## config.mk

```make
export PLATFORM = sky130hd
export DESIGN_NAME = m1_mem_stage_flat
export DESIGN_NICKNAME = d
export VERILOG_FILES = /design/src/rtl/m1_mem_stage_if.sv /design/src/rtl/m1_mem_stage.sv /design/src/flat_wrapper.sv
export SDC_FILE = /design/constraint.sdc
export NUM_CORES = 1
export LEC_CHECK = 0
export ABC_AREA = 0
export CORE_AREA = 2 2 124 126
export DETAILED_ROUTE_END_ITERATION = 12
export DIE_AREA = 0 0 126 128
export GPL_TIMING_DRIVEN = 1
export PLACE_DENSITY = 0.79
export SETUP_SLACK_MARGIN = 0.2
export SYNTH_ARGS = -nofsm -noshare
export SYNTH_HDL_FRONTEND = slang
export SYNTH_SLANG_ARGS = --single-unit
```

## constraint.sdc

```tcl
create_clock -name clk -period 1.8 [get_ports clk]
set_input_delay 0.45 -clock clk [delete_from_list [all_inputs] [get_ports clk]]
set_output_delay 0.45 -clock clk [all_outputs]
set_load 0.1 [all_outputs]
```

## src/rtl/m1_mem_stage_if.sv

```systemverilog
// m1_mem_stage_if: data-memory req/gnt/rvalid bus between the M1 stage and memory
interface m1_mem_stage_if #(parameter int XLEN = 32);
   logic            dmem_req;
   logic            dmem_we;
   logic [XLEN-1:0] dmem_addr;
   logic [3:0]      dmem_be;
   logic [XLEN-1:0] dmem_wdata;
   logic            dmem_gnt;
   logic            dmem_rvalid;
   logic [XLEN-1:0] dmem_rdata;
   modport master (output dmem_req, dmem_we, dmem_addr, dmem_be, dmem_wdata,
                   input dmem_gnt, dmem_rvalid, dmem_rdata);
   modport slave (input dmem_req, dmem_we, dmem_addr, dmem_be, dmem_wdata,
                  output dmem_gnt, dmem_rvalid, dmem_rdata);
endinterface

```

## src/rtl/m1_mem_stage.sv

```systemverilog
// m1_mem_stage: issues data-memory accesses, aligns/extends data and registers the M1/M2 bundle
module m1_mem_stage #(parameter int XLEN = 32) (
   input  logic            clk,
   input  logic            nrst,
   input  logic            flush,
   input  logic [XLEN-1:0] pc,
   input  logic [4:0]      rd,
   input  logic [4:0]      mem_op,
   input  logic [XLEN-1:0] result,
   input  logic [XLEN-1:0] operand2,
   input  logic [2:0]      wb_src,
   m1_mem_stage_if.master  dmem,
   output logic            stall_out,
   output logic            misalign_out,
   output logic [XLEN-1:0] misalign_addr,
   output logic [XLEN-1:0] m2_pc,
   output logic [4:0]      m2_rd,
   output logic [2:0]      m2_wb_src,
   output logic [XLEN-1:0] m2_data,
   output logic            m2_valid
);
   typedef enum logic [1:0] {IDLE, REQ, WAIT, DRAIN} state_t;
   state_t r_state, w_next;
   logic w_access, w_word, w_half, w_mis, w_issue, w_mis_ev, w_cap;
   logic [XLEN-1:0] w_lane, w_load;

   assign w_access = mem_op[4];
   assign w_word   = mem_op[1];
   assign w_half   = mem_op[1:0] == 2'b01;
   assign w_mis    = w_access & ((w_half & result[0]) | (w_word & |result[1:0]));
   assign w_issue  = nrst & !flush & (r_state == IDLE) & w_access & !w_mis;
   assign w_mis_ev = !flush & (r_state == IDLE) & w_mis;

   assign dmem.dmem_we    = mem_op[3];
   assign dmem.dmem_addr  = {result[XLEN-1:2], 2'b00};
   assign dmem.dmem_be    = w_word ? 4'b1111 : (w_half ? 4'b0011 : 4'b0001) << result[1:0];
   assign dmem.dmem_wdata = w_word ? operand2 : w_half ? {2{operand2[15:0]}} : {4{operand2[7:0]}};

   assign w_lane = dmem.dmem_rdata >> {result[1:0], 3'b000};
   assign w_load = w_word ? dmem.dmem_rdata
                 : w_half ? {{16{~mem_op[2] & w_lane[15]}}, w_lane[15:0]}
                 : {{24{~mem_op[2] & w_lane[7]}}, w_lane[7:0]};

   // next state, request/stall and M1/M2 capture enable; reset inhibits any access
   always_comb begin
      w_next        = r_state;
      dmem.dmem_req = 1'b0;
      stall_out     = 1'b0;
      w_cap         = 1'b0;
      case (r_state)
         IDLE: begin
            dmem.dmem_req = w_issue;
            stall_out     = w_issue;
            w_cap         = !w_access & !flush;
            w_next        = w_issue ? (dmem.dmem_gnt ? WAIT : REQ) : IDLE;
         end
         REQ: begin
            dmem.dmem_req = !flush;
            stall_out     = !flush;
            w_next        = flush ? IDLE : dmem.dmem_gnt ? WAIT : REQ;
         end
         WAIT: begin
            stall_out = !dmem.dmem_rvalid;
            w_cap     = dmem.dmem_rvalid & !flush;
            w_next    = dmem.dmem_rvalid ? IDLE : flush ? DRAIN : WAIT;
         end
         default: begin
            stall_out = !dmem.dmem_rvalid;
            w_next    = dmem.dmem_rvalid ? IDLE : DRAIN;
         end
      endcase
      if (!nrst) begin
         dmem.dmem_req = 1'b0;
         stall_out     = 1'b0;
      end
   end

   // state register
   always_ff @(posedge clk) begin
      if (!nrst) r_state <= IDLE;
      else r_state <= w_next;
   end

   // M1/M2 boundary: live instruction on capture, bubble otherwise
   always_ff @(posedge clk) begin
      if (!nrst || !w_cap) begin
         m2_pc     <= '0;
         m2_rd     <= '0;
         m2_wb_src <= '0;
         m2_data   <= '0;
         m2_valid  <= 1'b0;
      end else begin
         m2_pc     <= pc;
         m2_rd     <= rd;
         m2_wb_src <= wb_src;
         m2_data   <= (r_state == WAIT && !mem_op[3]) ? w_load : result;
         m2_valid  <= (r_state == WAIT) | (|pc) | (|rd);
      end
   end

   // misaligned-access exception pulse and faulting address
   always_ff @(posedge clk) begin
      if (!nrst) begin
         misalign_out  <= 1'b0;
         misalign_addr <= '0;
      end else begin
         misalign_out <= w_mis_ev;
         if (w_mis_ev) misalign_addr <= result;
      end
   end
endmodule

```

## src/flat_wrapper.sv

```systemverilog
// flat-port wrapper written by rule: the top's interface ports become plain ports
module m1_mem_stage_flat 
#(parameter int XLEN = 32)
  (clk, nrst, flush, pc, rd, mem_op, result, operand2, wb_src, stall_out, misalign_out, misalign_addr, m2_pc, m2_rd, m2_wb_src, m2_data, m2_valid, dmem_dmem_req, dmem_dmem_we, dmem_dmem_addr, dmem_dmem_be, dmem_dmem_wdata, dmem_dmem_gnt, dmem_dmem_rvalid, dmem_dmem_rdata);
  m1_mem_stage_if #(.XLEN(XLEN)) dmem_i ();
  input  logic clk;
  input  logic nrst;
  input  logic flush;
  input  logic [XLEN-1:0] pc;
  input  logic [4:0] rd;
  input  logic [4:0] mem_op;
  input  logic [XLEN-1:0] result;
  input  logic [XLEN-1:0] operand2;
  input  logic [2:0] wb_src;
  output logic stall_out;
  output logic misalign_out;
  output logic [XLEN-1:0] misalign_addr;
  output logic [XLEN-1:0] m2_pc;
  output logic [4:0] m2_rd;
  output logic [2:0] m2_wb_src;
  output logic [XLEN-1:0] m2_data;
  output logic m2_valid;
  output wire logic [$bits(dmem_i.dmem_req)-1:0] dmem_dmem_req;
  output wire logic [$bits(dmem_i.dmem_we)-1:0] dmem_dmem_we;
  output wire logic [$bits(dmem_i.dmem_addr)-1:0] dmem_dmem_addr;
  output wire logic [$bits(dmem_i.dmem_be)-1:0] dmem_dmem_be;
  output wire logic [$bits(dmem_i.dmem_wdata)-1:0] dmem_dmem_wdata;
  input wire logic [$bits(dmem_i.dmem_gnt)-1:0] dmem_dmem_gnt;
  input wire logic [$bits(dmem_i.dmem_rvalid)-1:0] dmem_dmem_rvalid;
  input wire logic [$bits(dmem_i.dmem_rdata)-1:0] dmem_dmem_rdata;
  assign dmem_dmem_req = dmem_i.dmem_req;
  assign dmem_dmem_we = dmem_i.dmem_we;
  assign dmem_dmem_addr = dmem_i.dmem_addr;
  assign dmem_dmem_be = dmem_i.dmem_be;
  assign dmem_dmem_wdata = dmem_i.dmem_wdata;
  assign dmem_i.dmem_gnt = dmem_dmem_gnt;
  assign dmem_i.dmem_rvalid = dmem_dmem_rvalid;
  assign dmem_i.dmem_rdata = dmem_dmem_rdata;
  m1_mem_stage #(.XLEN(XLEN)) u_core (.clk(clk), .nrst(nrst), .flush(flush), .pc(pc), .rd(rd), .mem_op(mem_op), .result(result), .operand2(operand2), .wb_src(wb_src), .dmem(dmem_i), .stall_out(stall_out), .misalign_out(misalign_out), .misalign_addr(misalign_addr), .m2_pc(m2_pc), .m2_rd(m2_rd), .m2_wb_src(m2_wb_src), .m2_data(m2_data), .m2_valid(m2_valid));
endmodule
```

; Word level (Yosys, flattened, before mapping)
; Cells that the tools add are included.
; W data, S select, Z words.
[word_totals]
elab_cells = 62
n_memories = 0
latch_bits = 0
mem_bits_ro = 0
regBits = 108
ramBits = 0
[op_classes]
multipliers = 0
n_bitwise = 17
n_eq_ne = 3
n_mux = 19
reduce_logical = 13
shifts = 2
n_lt_le_gt_ge = 0
div = 0
n_addsub = 0
[op_table]
columns = operator, count
row1 = $mux W32, 5
row2 = $reduce_or A32 Y1, 1
row3 = $shr A32 B5 Y16, 1
row4 = $and A1 B1 Y1, 13
row5 = $mux W2, 6
row6 = $logic_not A1 Y1, 7
row7 = $pmux W1 S2, 3
row8 = $pmux W2 S3, 1
row9 = $reduce_or A5 Y1, 1
row10 = $eq A2 B1 Y1 const B, 2
row11 = $mux W4, 1
row12 = $shl A4 B2 Y4, 1
row13 = $mux W1, 3
row14 = $or A1 B1 Y1, 3
row15 = $eq A2 B2 Y1 const B, 1
row16 = $logic_not A2 Y1, 1
row17 = $reduce_or A2 Y1, 1
row18 = $logic_and A1 B1 Y1, 1
row19 = $logic_or A1 B1 Y1, 1
row20 = $not A1 Y1, 1

; Logic depth before layout (Yosys ltp)
[depth]
depth_word = 8
mapped_depth = 7
depth_no_buf = 4

; Least setup slack after synthesis
; No wires, ideal clock.
[synth_timing]
path_type = input port to output port
startpoint = input port mem_op[0]
endpoint = output port stall_out
n_path_buf = 1
slack_ps = -2511
t_arrival_ps = 3861
required_time_ps = 1350
cell_stages = 5
path_cell_list = buf_2 > nor2_2 > o21ai_1 > a2111oi_2 > nand2b_1
[synth_via]
elab_chain_cells = 8
[synth_rtl]
columns = element, line_no
row1 = from (decl), flat_wrapper.sv:11  ; input logic [4:0] mem_op;
row2 = $eq A2 B1 Y1, m1_mem_stage.sv:29  ; assign w_half = mem_op[1:0] == 2'b01;
row3 = $and A1 B1 Y1, m1_mem_stage.sv:30  ; assign w_mis = w_access & ((w_half & result[0]) | (w_word & |result[1:0]));
row4 = $or A1 B1 Y1, m1_mem_stage.sv:30
row5 = $and A1 B1 Y1, m1_mem_stage.sv:30
row6 = $logic_not A1 Y1, m1_mem_stage.sv:31  ; assign w_issue = nrst & !flush & (r_state == IDLE) & w_access & !w_mis;
row7 = $and A1 B1 Y1, m1_mem_stage.sv:31
row8 = $pmux W1 S2, m1_mem_stage.sv:50  ; case (r_state)
row9 = $mux W1, m1_mem_stage.sv:72  ; if (!nrst) begin
row10 = to (decl), flat_wrapper.sv:15  ; output logic stall_out;
; No other way between the ends.

; Worst setup path in the final report
[layout_timing]
startpoint = register u_core.r_state[0]
endpoint = output port stall_out
[layout_via]
elab_chain_cells = 6
elab_cells_between_ends = 7
[layout_rtl]
columns = element, line_no
row1 = from (decl), m1_mem_stage.sv:23  ; state_t r_state, w_next;
row2 = from (signal assigned), m1_mem_stage.sv:81  ; else r_state <= w_next;
row3 = $logic_not A2 Y1, "m1_mem_stage.sv:31, m1_mem_stage.sv:50"
row4 = $and A1 B1 Y1 (3 in a row), m1_mem_stage.sv:31
row5 = $pmux W1 S2 (*), m1_mem_stage.sv:50
row6 = $mux W1 (*), m1_mem_stage.sv:72
; Mark *: on every way between the ends. The rest lies on a longest branch, timed or not.

==> impl_metrics.ini <==
[run_status]
run_status = complete, but fails checks
violations = negative setup slack

[cts]
cts_inserted_buffers = 9
htreeDepth = 3
cts_hold_buf = 0
clkSinkCount = 108
clock_path_buffers = 2
root_buffer = clkbuf_16
clk_pin_slew_ns = 0.08
clock_latency_ns = 0.35
cts_tree = built

[logic_synthesis]
yosysTopAreaCell = dfxtp_1
ys_seq_area_share_pct = 44.8
synthCells = 557
yosysWarnings = 0
avgSynthCellArea_sq_um = 8.66
synth_area_sq_um = 4820
synth_top_area_share_pct = 44.8
synthTopCellsByArea = dfxtp_1 45%, a21oi_1 7.7%, nand2_1 7.4%, buf_4 6.4%, and2_1 5.2%
synth_seq_cells = 108
ys_types = 45

[drt]
drc = 0
routed_wl_um = 22200
wl_per_cell_um = 20.3
first_iter_violations = 342
route.antenna.remaining_nets = 0
dr_total_vias = 5471
vias_per_cell = 5.01
dr.pass1.iters = 5

[floorplan]
die_x_um = 126
ios = 323
start_util_pct = 32.5
rows = 45
dieArea_sq_um = 16100
die_h_um = 128
coreArea_sq_um = 14900

[power_and_ir_drop]
p_leak_nw = 4.56
irDropWorstVdd_mv = 0.410
total_power_mw = 7.73
power.density_nw_per_um2 = 688

[place]
dp_hpwl_um = 16600
placed_area_sq_um = 10400
place.gp.congestion = 0.916
port_buffers = 320

[timing]
fin_crit_ns = 1.94
setup_ws_ns = -0.138
fmax_mhz = 516
drv_slew = 0
finalSetupViolations = 12
rsz0062_at_grt = yes
min_period_over_period_pct = 108
hold_violations = 0
skew_ns = 0.00912
fin_hold_ws_ns = 0.491

[global_routing]
gr-total-overflow = 0
grt_pass1_vias = 5714
grt.total_usage_pct = 26.0
antenna_found_initial = 3
grt_first_pass_wirelength_um = 32200
grt_max_degree = 43

[setup_path]
start_kind = flip-flop
worstPathArrival_ns = 1.49
worstPathRequired_ns = 1.35
endpoint_kind = primary output
critPathKind = reg2out
cp_max_fo = 5

[layout]
layout-drive-gt1-share_pct = 40.9
fin_nets = 1041
num-fill-cells = 937
synthToLayoutAreaGrowth_pct = 133
fin_area_sq_um = 11200

[flow_run]
max-cap-violations = 0

[hold_path]
hp-class = reg2reg
-- through the flow --
stage,TNS (ns),instances,setup slack (ns),util (%)
floorplan,-5.58,558,-1.30,-
global placement,-45.20,1053,-0.523,69.8
detailed placement,-48.41,1053,-0.575,69.8
CTS,-1.04,1080,-0.203,74.2
global route,-0.965,1091,-0.205,75.6
finish,-0.521,1091,-0.138,75.6
-- flip-flops by register name, indices dropped and copies added, names as in the netlist --
signal	flops
u_core.m2_wb_src	3
u_core.m2_data	32
u_core.m2_valid	1
u_core.misalign_addr	32
u_core.m2_pc	32
u_core.m2_rd	5
u_core.misalign_out	1
u_core.r_state	2
-- Yosys cell counts, drive strengths merged --
cell type,number
dfxtp,108
nand2,95
a21oi,75
buf,60
o21ai,42
and2,40
clkbuf,20
mux2i,17
mux2,16
nor2,12
nand2b,9
nor4,9
a2bb2oi,7
o221ai,7
a41oi,6
inv,4
nand3b,4
nand4,3
o211ai,3
nand3,2
nor2b,2
nor3,2
or2,2
a2111oi,1
a31oi,1
a32o,1
and4,1
clkinv,1
conb,1
mux4,1
nor3b,1
o2111ai,1
o21bai,1
o2bb2ai,1
or4,1
-- final timing paths --
path / slack, ns / depth (start not counted) / from / end
setup / recovery: -0.14 / 4 / u_core.r_state[0] / stall_out
hold / removal: 0.49 / 2 / u_core.misalign_addr[29] / u_core.misalign_addr[29]
setup reg to reg: 0.21 / 5 / u_core.r_state[0] / u_core.misalign_addr[8]
hold reg to reg: 0.49 / 2 / u_core.misalign_addr[29] / u_core.misalign_addr[29]
-- layout make-up --
cell class	count	area (sq um)	share of cell area, %
multi-input cells	365	2670	23.7
well taps	188	235	2.09
diodes	3	7.51	0.0668
clock inverters	5	60.1	0.534
clock buffers	11	233	2.07
flip-flops and latches	108	2170	19.3
repair buffers	406	5840	52.0
inverters	5	23.8	0.212
-- where the power goes --
group / switching [mW] / total, mW / internal [mW]
combinational: 1.93 / 3.19 / 1.26
sequential: 0.0714 / 2.54 / 2.47
clock: 0.910 / 2.00 / 1.09
total: 2.91 / 7.73 / 4.82
-- worst max-delay path: stages, from the launching register on --
cell and delay [ns]:
dfxtp_4 0.36, inv_2 0.04, a2111oi_4 0.36, nand2b_4 0.20, buf_12 0.17
-- layout by cell type, fill, tap and decap left out, types with 3 or more instances in the layout --
master           netlist  routed
buf_12                 0     187
dfxtp_1              108     106
nand2_1               95      87
clkdlybuf4s50_1        0      81
buf_4                 41      62
a21oi_1               74      57
dlygate4sd2_1          0      55
and2_1                40      40
o21ai_0               41      31
mux2_4                 0      16
a21oi_2                0      14
clkbuf_16              0      11
o21ai_4                0       9
nor2_1                11       8
mux2i_4                0       8
mux2i_1               17       8
nor4_1                 8       8
nand2b_1               9       7
nand2_2                0       7
o221ai_1               7       7
a2bb2oi_1              7       6
a41oi_2                0       6
buf_6                  5       6
nand3b_1               4       4
a21oi_4                1       4
buf_16                 0       4
buf_8                  0       4
diode_2                0       3
nor2_4                 0       3
nand4_1                3       3
clkdlybuf4s15_1        0       3
-- per-layer routing --
metal  vias to the layer above  GRT usage (%)  routed length [um]
li1                       2559              -                   -
met1                      2583           30.1                8380
met2                       283           47.0               11600
met3                        46           5.63                1600
met4                         0           9.83                 631
met5                         -              0                   0
-- logic make-up (layout without fill, tap and decap cells) --
logic type / after synthesis / after routing / share of synthesized area, %
and+or+nand+nor: 183 / 183 / 18.6
muxes: 34 / 34 / 7.73
other: 1 / 5 / 0.0777
buffers and inverters: 85 / 427 / 10.8
AOI/OAI and AO/OA: 146 / 146 / 17.9
DFF: 108 / 108 / 44.8
-- timing repair --
action / CTS / global route
setup endpoints to repair: 134 / 90
setup buffers: 8 / 6
pin swaps: 14 / 14
gates cloned: 3 / 2
gates resized for setup: 139 / 25
Note: power is estimated with default switching activity, not from simulation.
